==> src/rtl/i2c_pkg.sv <==
// Shared types for the I2C register-write queue: issuer states and the
// queued request record.
package i2c_pkg;

  localparam int I2C_ADDR_W = 7;

  typedef enum logic [2:0] {
    Q_IDLE,
    Q_ISSUE,
    Q_WAIT,
    Q_BACKOFF,
    Q_RETIRE
  } qstate_t;

  typedef struct packed {
    logic [I2C_ADDR_W-1:0] slave;
    logic [7:0]            reg_addr;
    logic [7:0]            data;
  } i2c_wr_req_t;

endpackage

==> src/rtl/i2c_req_fifo.sv <==
// Show-ahead circular FIFO with separate occupancy count; the head reads as
// zero while the FIFO is empty.
module i2c_req_fifo
  import i2c_pkg::*;
#(
  parameter int DEPTH = 4,
  parameter int W     = $bits(i2c_wr_req_t)
) (
  input  logic                     clk,
  input  logic                     rst,
  input  logic                     push,
  input  logic [W-1:0]             din,
  input  logic                     pop,
  output logic [W-1:0]             dout,
  output logic [$clog2(DEPTH):0]   count,
  output logic                     full
);

  localparam int AW = $clog2(DEPTH);
  localparam int CW = AW + 1;
  localparam logic [CW-1:0] FULL_CNT = CW'(DEPTH);

  logic [W-1:0]  mem_q [DEPTH];
  logic [W-1:0]  mem_d [DEPTH];
  logic [AW-1:0] wr_ptr_q, wr_ptr_d;
  logic [AW-1:0] rd_ptr_q, rd_ptr_d;
  logic [CW-1:0] count_q, count_d;
  logic          do_push, do_pop;

  always_comb begin
    mem_d    = mem_q;
    wr_ptr_d = wr_ptr_q;
    rd_ptr_d = rd_ptr_q;
    count_d  = count_q;
    do_push  = push && (count_q != FULL_CNT);
    do_pop   = pop && (count_q != '0);
    if (do_push) begin
      mem_d[wr_ptr_q] = din;
      wr_ptr_d        = wr_ptr_q + AW'(1);
    end
    if (do_pop) begin
      rd_ptr_d = rd_ptr_q + AW'(1);
    end
    case ({do_push, do_pop})
      2'b10:   count_d = count_q + CW'(1);
      2'b01:   count_d = count_q - CW'(1);
      default: count_d = count_q;
    endcase
  end

  always_ff @(posedge clk) begin
    if (rst) begin
      for (int unsigned i = 0; i < DEPTH; i++) begin
        mem_q[i] <= '0;
      end
      wr_ptr_q <= '0;
      rd_ptr_q <= '0;
      count_q  <= '0;
    end else begin
      mem_q    <= mem_d;
      wr_ptr_q <= wr_ptr_d;
      rd_ptr_q <= rd_ptr_d;
      count_q  <= count_d;
    end
  end

  assign dout  = (count_q != '0) ? mem_q[rd_ptr_q] : '0;
  assign count = count_q;
  assign full  = (count_q == FULL_CNT);

endmodule

==> src/rtl/i2c_wr_queue.sv <==
// Register-write command queue: buffers host requests and issues them one at
// a time to the I2C write master, retrying NACKs after a fixed back-off.
module i2c_wr_queue
  import i2c_pkg::*;
#(
  parameter int DEPTH       = 4,
  parameter int MAX_RETRY   = 2,
  parameter int BACKOFF_CYC = 32
) (
  input  logic                    clk,
  input  logic                    rst,
  input  logic                    req_valid,
  output logic                    req_ready,
  input  logic [I2C_ADDR_W-1:0]   req_slave,
  input  logic [7:0]              req_reg,
  input  logic [7:0]              req_data,
  output logic                    m_start,
  output logic [I2C_ADDR_W-1:0]   m_slave,
  output logic [7:0]              m_reg,
  output logic [7:0]              m_data,
  input  logic                    m_busy,
  input  logic                    m_done,
  input  logic                    m_nack,
  output logic                    err_valid,
  output logic [I2C_ADDR_W-1:0]   err_slave,
  output logic [7:0]              err_reg,
  output logic [$clog2(DEPTH):0]  level,
  output logic                    idle
);

  localparam int LW = $clog2(DEPTH) + 1;
  localparam int RW = (MAX_RETRY > 0) ? $clog2(MAX_RETRY + 1) : 1;
  localparam int BW = (BACKOFF_CYC > 1) ? $clog2(BACKOFF_CYC) : 1;
  localparam logic [RW-1:0] RETRY_MAX = RW'(MAX_RETRY);
  localparam logic [BW-1:0] BOFF_LOAD = BW'(BACKOFF_CYC - 1);

  i2c_wr_req_t req_in, head;
  logic        fifo_full, push, pop;
  logic [LW-1:0] count;

  qstate_t                 state_q, state_d;
  logic [RW-1:0]           retry_q, retry_d;
  logic [BW-1:0]           boff_q, boff_d;
  logic                    err_valid_q, err_valid_d;
  logic [I2C_ADDR_W-1:0]   err_slave_q, err_slave_d;
  logic [7:0]              err_reg_q, err_reg_d;

  assign req_in    = '{slave: req_slave, reg_addr: req_reg, data: req_data};
  // Ready follows the registered count, so a pop frees its slot one cycle later.
  assign req_ready = !fifo_full;
  assign push      = req_valid && !fifo_full;

  i2c_req_fifo #(
    .DEPTH(DEPTH),
    .W    ($bits(i2c_wr_req_t))
  ) u_fifo (
    .clk  (clk),
    .rst  (rst),
    .push (push),
    .din  (req_in),
    .pop  (pop),
    .dout (head),
    .count(count),
    .full (fifo_full)
  );

  always_comb begin
    state_d     = state_q;
    retry_d     = retry_q;
    boff_d      = boff_q;
    err_valid_d = 1'b0;
    err_slave_d = err_slave_q;
    err_reg_d   = err_reg_q;
    pop         = 1'b0;
    m_start     = 1'b0;
    case (state_q)
      Q_IDLE: begin
        retry_d = '0;
        if (count != '0) state_d = Q_ISSUE;
      end
      Q_ISSUE: begin
        if (!m_busy) begin
          m_start = 1'b1;
          state_d = Q_WAIT;
        end
      end
      Q_WAIT: begin
        if (m_done) begin
          if (!m_nack) begin
            state_d = Q_RETIRE;
          end else if (retry_q < RETRY_MAX) begin
            retry_d = retry_q + RW'(1);
            boff_d  = BOFF_LOAD;
            state_d = Q_BACKOFF;
          end else begin
            err_valid_d = 1'b1;
            err_slave_d = head.slave;
            err_reg_d   = head.reg_addr;
            state_d     = Q_RETIRE;
          end
        end
      end
      Q_BACKOFF: begin
        if (boff_q == '0) state_d = Q_ISSUE;
        else              boff_d  = boff_q - BW'(1);
      end
      Q_RETIRE: begin
        pop     = 1'b1;
        retry_d = '0;
        state_d = (count > LW'(1)) ? Q_ISSUE : Q_IDLE;
      end
      default: state_d = Q_IDLE;
    endcase
  end

  always_ff @(posedge clk) begin
    if (rst) begin
      state_q     <= Q_IDLE;
      retry_q     <= '0;
      boff_q      <= '0;
      err_valid_q <= 1'b0;
      err_slave_q <= '0;
      err_reg_q   <= '0;
    end else begin
      state_q     <= state_d;
      retry_q     <= retry_d;
      boff_q      <= boff_d;
      err_valid_q <= err_valid_d;
      err_slave_q <= err_slave_d;
      err_reg_q   <= err_reg_d;
    end
  end

  assign m_slave   = head.slave;
  assign m_reg     = head.reg_addr;
  assign m_data    = head.data;
  assign err_valid = err_valid_q;
  assign err_slave = err_slave_q;
  assign err_reg   = err_reg_q;
  assign level     = count;
  assign idle      = (count == '0) && (state_q == Q_IDLE);

endmodule

==> config.mk <==
export PLATFORM = sky130hd
export DESIGN_NAME = i2c_wr_queue
export DESIGN_NICKNAME = d
export VERILOG_FILES = /design/src/rtl/i2c_pkg.sv /design/src/rtl/i2c_req_fifo.sv /design/src/rtl/i2c_wr_queue.sv
export SDC_FILE = /design/constraint.sdc
export NUM_CORES = 1
export LEC_CHECK = 0
export CORE_ASPECT_RATIO = 0.9
export CORE_MARGIN = 2
export CORE_UTILIZATION = 29
export DETAILED_ROUTE_END_ITERATION = 8
export PLACE_DENSITY = 0.46
export SYNTH_ARGS = -nofsm -noshare
export SYNTH_HDL_FRONTEND = slang
export SYNTH_SLANG_ARGS = --single-unit
==> constraint.sdc <==
create_clock -name clk -period 2.8 [get_ports clk]
set_input_delay 0.42 -clock clk [delete_from_list [all_inputs] [get_ports clk]]
set_output_delay 0.42 -clock clk [all_outputs]
set_load 0.01 [all_outputs]
==> results.sh <==
export IMPL_filler_cell_count=1966
export IMPL_clockBufferDepth=2
export IMPL_synth_compound_area_share_pct=15.42
export IMPL_setup_viol=0
export IMPL_cts_tree="done"
export IMPL_cts_htree_levels=4
export IMPL_fin_ws_ns=0.08767
export IMPL_ys_warn_count=0
export IMPL_arrival_ns=2.29
export IMPL_synth_fp_nets=707
export IMPL_die_width_um=151.6
export IMPL_via_per_inst=4.857
export IMPL_slew_violations=0
export IMPL_grt_antenna_before_repair=1
export IMPL_synth_flop_cell="dfxtp_1"
export IMPL_synth_xor_area_share_pct=0.9237
export IMPL_path_buf_inv=2
export IMPL_final_common_cell="nand2_1"
export IMPL_io_pins=74
export IMPL_drc=0
export IMPL_cts_root_buf="clkbuf_16"
export IMPL_worst_slew_pin_transition_ns=0.6662
export IMPL_post_place_ws_ns=0.1220
export IMPL_cts_sink_count=125
export IMPL_crit_path_end_kind="output pin"
export IMPL_worstSetupPathType="reg -> out"
export IMPL_cap_violations=0
export IMPL_fin_cells=993
export IMPL_finalCriticalPeriod_ns=2.712
export IMPL_synth_simple_area_share_pct=22.37
export IMPL_ant_nets=0
export IMPL_mostFrequentLayoutCells="nand2_1 (189), dfxtp_1 (124), a21oi_1 (97), clkdlybuf4s50_1 (60), nor2_1 (35)"
export IMPL_crit_required_ns=2.38
export IMPL_synth_seq_cells=125
export IMPL_grt_overflow_total=0
export IMPL_dr_first_iter_drc_count=279
export IMPL_io_buffers=73
export IMPL_clock_skew_ns=0.01242
export IMPL_insertion_delay_ns=0.42
export IMPL_ir_drop_mv=0.4232
export IMPL_crit_fanout=9
export IMPL_rsz0062_at_grt="no"
export IMPL_syn_avg_cell_area_sq_um=8.517
export IMPL_die_h_um=136.9
export IMPL_firstDrtPassIters=4
export IMPL_seq_area_frac_synth_pct=43.99
export IMPL_synthCells=668
export IMPL_clk_pin_slew_worst_paths_ns=0.06
export IMPL_synthArstFlopShare_pct=0
export IMPL_fin_crit_sh_pct=96.87
export IMPL_crit_slowest_cell="mux4_2"
export IMPL_synth_fa_ha_area_share_pct=2.199
export IMPL_cts_buffers=17
export IMPL_grt_pass1_wl_um=25830
export IMPL_outcome="complete, no violations"
export IMPL_leakage_nw=2.709
export IMPL_core_area_sq_um=19220
export IMPL_grt_max_degree=126
export IMPL_tns_ns=0
export IMPL_row_count=48
export IMPL_power_density_nw_per_um2=690.4
export IMPL_via_count=4823
export IMPL_clock_fmax_ghz=0.3687
export IMPL_grt_pass1_vias=4677
export IMPL_initial_core_util_pct=29.60
export IMPL_cp_cell_sequence="buf_4, mux4_2, and2_1, clkdlybuf4s50_1"
export IMPL_layout_nets=768
export IMPL_crit_family="buffers and inverters"
export IMPL_syn2layout_area_growth_pct=30.88
export IMPL_hold_class="reg -> reg"
export IMPL_worst_setup_path_start_kind="flop"
export IMPL_die_area_sq_um=20760
export IMPL_wirelength_um=16210
export IMPL_synth_top_family_by_area="simple AND/OR/NAND/NOR gates"
export IMPL_avgRoutedWirePerCell_um=16.33
export IMPL_ys_types=46
export IMPL_place_inst=958
export IMPL_grt_use_total_pct=16.45
export IMPL_drive_gt1_share_pct=13.75
export IMPL_dp_hpwl_um=10320
export IMPL_routabilityCongestion=0.7380
export IMPL_syn_area_sq_um=5689
export IMPL_largest_reg_flops=92
export IMPL_slowest_delay_ns=0.51
export IMPL_muxShareOfSynthArea_pct=8.973
export IMPL_slew_headroom_pct=55.59
export IMPL_synth_edf_count=0
export IMPL_hold_viol=0
[worst paths after layout]
kind	start	to	slack, ns	depth (start not counted)
max	u_fifo.rd_ptr_q[1]	m_data[7]	0.09	4
max reg2reg	u_fifo.count[1]	u_fifo.count[2]	0.66	7
min	u_fifo.mem_q[53]	u_fifo.mem_q[53]	0.45	2
min reg2reg	u_fifo.mem_q[53]	u_fifo.mem_q[53]	0.45	2
[cell type report]
class / count / area, sq um / share of cell area, %
multi-input cells: 481 / 2854 / 38.33
flip-flops and latches: 125 / 2506 / 33.66
clock inverters: 15 / 292.8 / 3.932
well taps: 250 / 312.8 / 4.201
diodes: 1 / 2.502 / 0.03361
inverters: 7 / 26.28 / 0.3529
clock buffers: 17 / 425.4 / 5.713
repair buffers: 97 / 1026 / 13.78
[kinds of logic after synthesis]
kind of cell	after synthesis
muxes	41
AOI/OAI and AO/OA	144
xor gates and xnor gates	6
DFF	125
and+or+nand+nor	280
adders and majority gates	10
buffers and inverters	62
[metal layers]
layer / GRT usage, % / part of all wire, %
met5: 0 / 0
met4: 4.475 / 0.78
met3: 4.000 / 4.7
met2: 25.40 / 45
met1: 22.93 / 49
[per-stage QoR]
step,instance area [sq um],hold WS [ns],utilization [%],power (mW)
2_1_floorplan,5689,0.4331,-,2.258
3_5_place_dp,6661,0.4461,34.66,2.495
4_1_cts,7408,0.4532,38.55,5.208
6_report,7446,0.4526,38.74,5.140
5_1_grt,7443,0.4656,38.73,5.337
3_3_place_gp,6661,0.4380,34.66,2.484
[worst reg2reg max path, stage by stage, from the launching register on]
cell and delay, ns:
dfxtp_1 0.38, inv_1 0.11, ha_2 0.22, a21boi_2 0.42, inv_1 0.09, ha_1 0.35
or3_1 0.36, a21oi_1 0.13
[cell usage after synthesis (2+ instances only)]
| cell type | n | area share, % |
|---|---|---|
| nand2b_1 | 5 | 0.55 |
| a211oi_1 | 4 | 0.53 |
| o221a_2 | 15 | 3.0 |
| clkbuf_1 | 14 | 0.92 |
| inv_1 | 7 | 0.46 |
| nand2_1 | 189 | 12 |
| xor2_1 | 3 | 0.46 |
| a21oi_1 | 97 | 8.5 |
| buf_2 | 24 | 2.1 |
| or3_1 | 2 | 0.22 |
| mux2i_1 | 33 | 5.8 |
| mux4_2 | 8 | 3.2 |
| dfxtp_1 | 125 | 44 |
| nand4_1 | 3 | 0.33 |
| buf_6 | 8 | 1.6 |
| nand3b_1 | 2 | 0.26 |
| nor3_1 | 4 | 0.35 |
| nor2_1 | 35 | 2.3 |
| buf_1 | 2 | 0.13 |
| nor3_2 | 14 | 2.5 |
| ha_1 | 10 | 2.2 |
| o22ai_1 | 15 | 1.6 |
| buf_4 | 7 | 0.92 |
| and2_1 | 12 | 1.3 |
| o21ai_0 | 5 | 0.44 |
| nor2b_1 | 3 | 0.33 |
| xnor2_1 | 3 | 0.46 |
[where the power goes]
group	internal [mW]	leakage (nW)	switching, mW
clock network	1.85	0.347	0.829
registers	1.85	1.01	0.0552
logic	0.243	1.35	0.316
[what timing repair did]
| action | in CTS | in global routing |
|---|---|---|
| endpoints found under the setup margin | 15 | 16 |
| hold buffers | 0 | 0 |
| resized for setup | 2 | 14 |
| setup buffers | 2 | 0 |
Note: power is estimated with default switching activity, not from simulation.
==> edit, RTL diff (config.mk and constraints unchanged) <==
Re-encode `qstate_t` (5 states) as Gray code, 3 bits wide.
--- a/src/rtl/i2c_pkg.sv
+++ b/src/rtl/i2c_pkg.sv
@@ -6,9 +6,9 @@
 
   typedef enum logic [2:0] {
-    Q_IDLE,
-    Q_ISSUE,
-    Q_WAIT,
-    Q_BACKOFF,
-    Q_RETIRE
+    Q_IDLE    = 3'b000,
+    Q_ISSUE   = 3'b001,
+    Q_WAIT    = 3'b011,
+    Q_BACKOFF = 3'b010,
+    Q_RETIRE  = 3'b110
   } qstate_t;
 
Function: same outputs for any inputs over 4 cycles, from zero or initial values and one cycle with rst high; so few cycles prove little.
==> edit against the original RTL <==
Synthesized cell count decreased by 4.3%; final area decreased by 5.5%; power decreased by 9.9%; sequential cell count unchanged; critical endpoint is now m_data[5]; setup slack improved by 40 ps; wire length decreased by 5.5%; synthesized area decreased by 3.7%; non-clock buffer count increased by 1.
==> edit: results (changes against the original RTL) <==
cts_resized: 15  # was 2
status: "completed"  # unchanged
syn_area_per_cell_um2: 8.57  # was 8.52 um2
seq_power_share_pct: 40.8  # was 37.0%
critPathTopFamily: "flip-flops"  # was buffers and inverters
synth.top_cells.by_area: "dfxtp_1, nand2_1, a21oi_1"  # unchanged
clk_share_pct: 8.82  # was 9.65%
area_delta_synth_final_pct: 28.4  # was 30.9%
routabilityCongestion: 0.762  # was 0.738
buffer_area_share_pct: 13.0  # was 13.8%
gr-usage-met1_pct: 22.0  # was 22.9%
synth_mux_area_share_pct: 8.95  # was 8.97%
n_clock_buffer: 22  # was 17
hp-class: "in2reg"  # was reg2reg
syn_nets: 678  # was 707
synth-compound-area-share_pct: 15.5  # was 15.4%
layout.nets: 747  # was 768
crit_slowest_cell: "dfxtp_1"  # was mux4_2
multi_input_area_share_pct: 37.8  # was 38.3%
hpwl_mm: 10.7  # was 10.3 mm
grt_max_degree: 63  # was 126
nMultiInputCombCells: 458  # was 481
buffers: 98  # was 97
wl_mm: 15.3  # was 16.2 mm
peakVddDrop_mv: 0.370  # was 0.423 mV
r2r_end: "u_fifo.mem_q[87]$_SDFFE_PP0P_"  # was u_fifo.count[2]$_SDFFE_PP0P_
worst-path-max-fanout: 8  # was 9
synth-xor-area-share_pct: 1.28  # was 0.924%
seq_area_share_pct: 35.6  # was 33.7%
reg2reg_slack_ps: 590  # was 660 ps
min_to: "u_fifo.count[0]$_SDFFE_PP0P_"  # was u_fifo.mem_q[53]$_SDFFE_PP0P_
viasPerCell: 4.79  # was 4.86
grt_util_met3_pct: 4.29  # was 4.00%
fillers: 1849  # was 1966
clock_skew_ps: 9.79  # was 12.4 ps
p_comb_uw: 460  # was 559 uW
drt-pass1-iter-count: 5  # was 4
worst_ep_arrival_time_ps: 2250  # was 2290 ps
nonClockInverterCount: 8  # was 7
worst_slew_pin_slew_ps: 659  # was 666 ps
synthAdderAreaFrac_pct: 2.28  # was 2.20%
drive_above_1_share_pct: 11.2  # was 13.7%
## edit: layer usage
metal / routed length [um] / up-vias
met4: 121 / 0
met2: 7070 / 116
li1: - / 2298
met3: 855 / 12
met1: 7270 / 2198
met5: 0 / -
## edit: worst max-delay path by stage
stage,from,end,slack (ps),depth (start not counted)
finish,u_fifo.rd_ptr_q[1]$_SDFFE_PP0P_,m_data[5],130,3
global placement,u_fifo.count[0]$_SDFFE_PP0P_,m_slave[4],280,6
floorplan,u_fifo.count[0]$_SDFFE_PP0P_,u_fifo.count[2]$_SDFFE_PP0P_,810,8
global route,u_fifo.rd_ptr_q[0]$_SDFFE_PP0P_,m_data[3],10,4
detailed placement,u_fifo.count[0]$_SDFFE_PP0P_,m_reg[6],220,6
CTS,u_fifo.count[1]$_SDFFE_PP0P_,m_slave[1],20,7
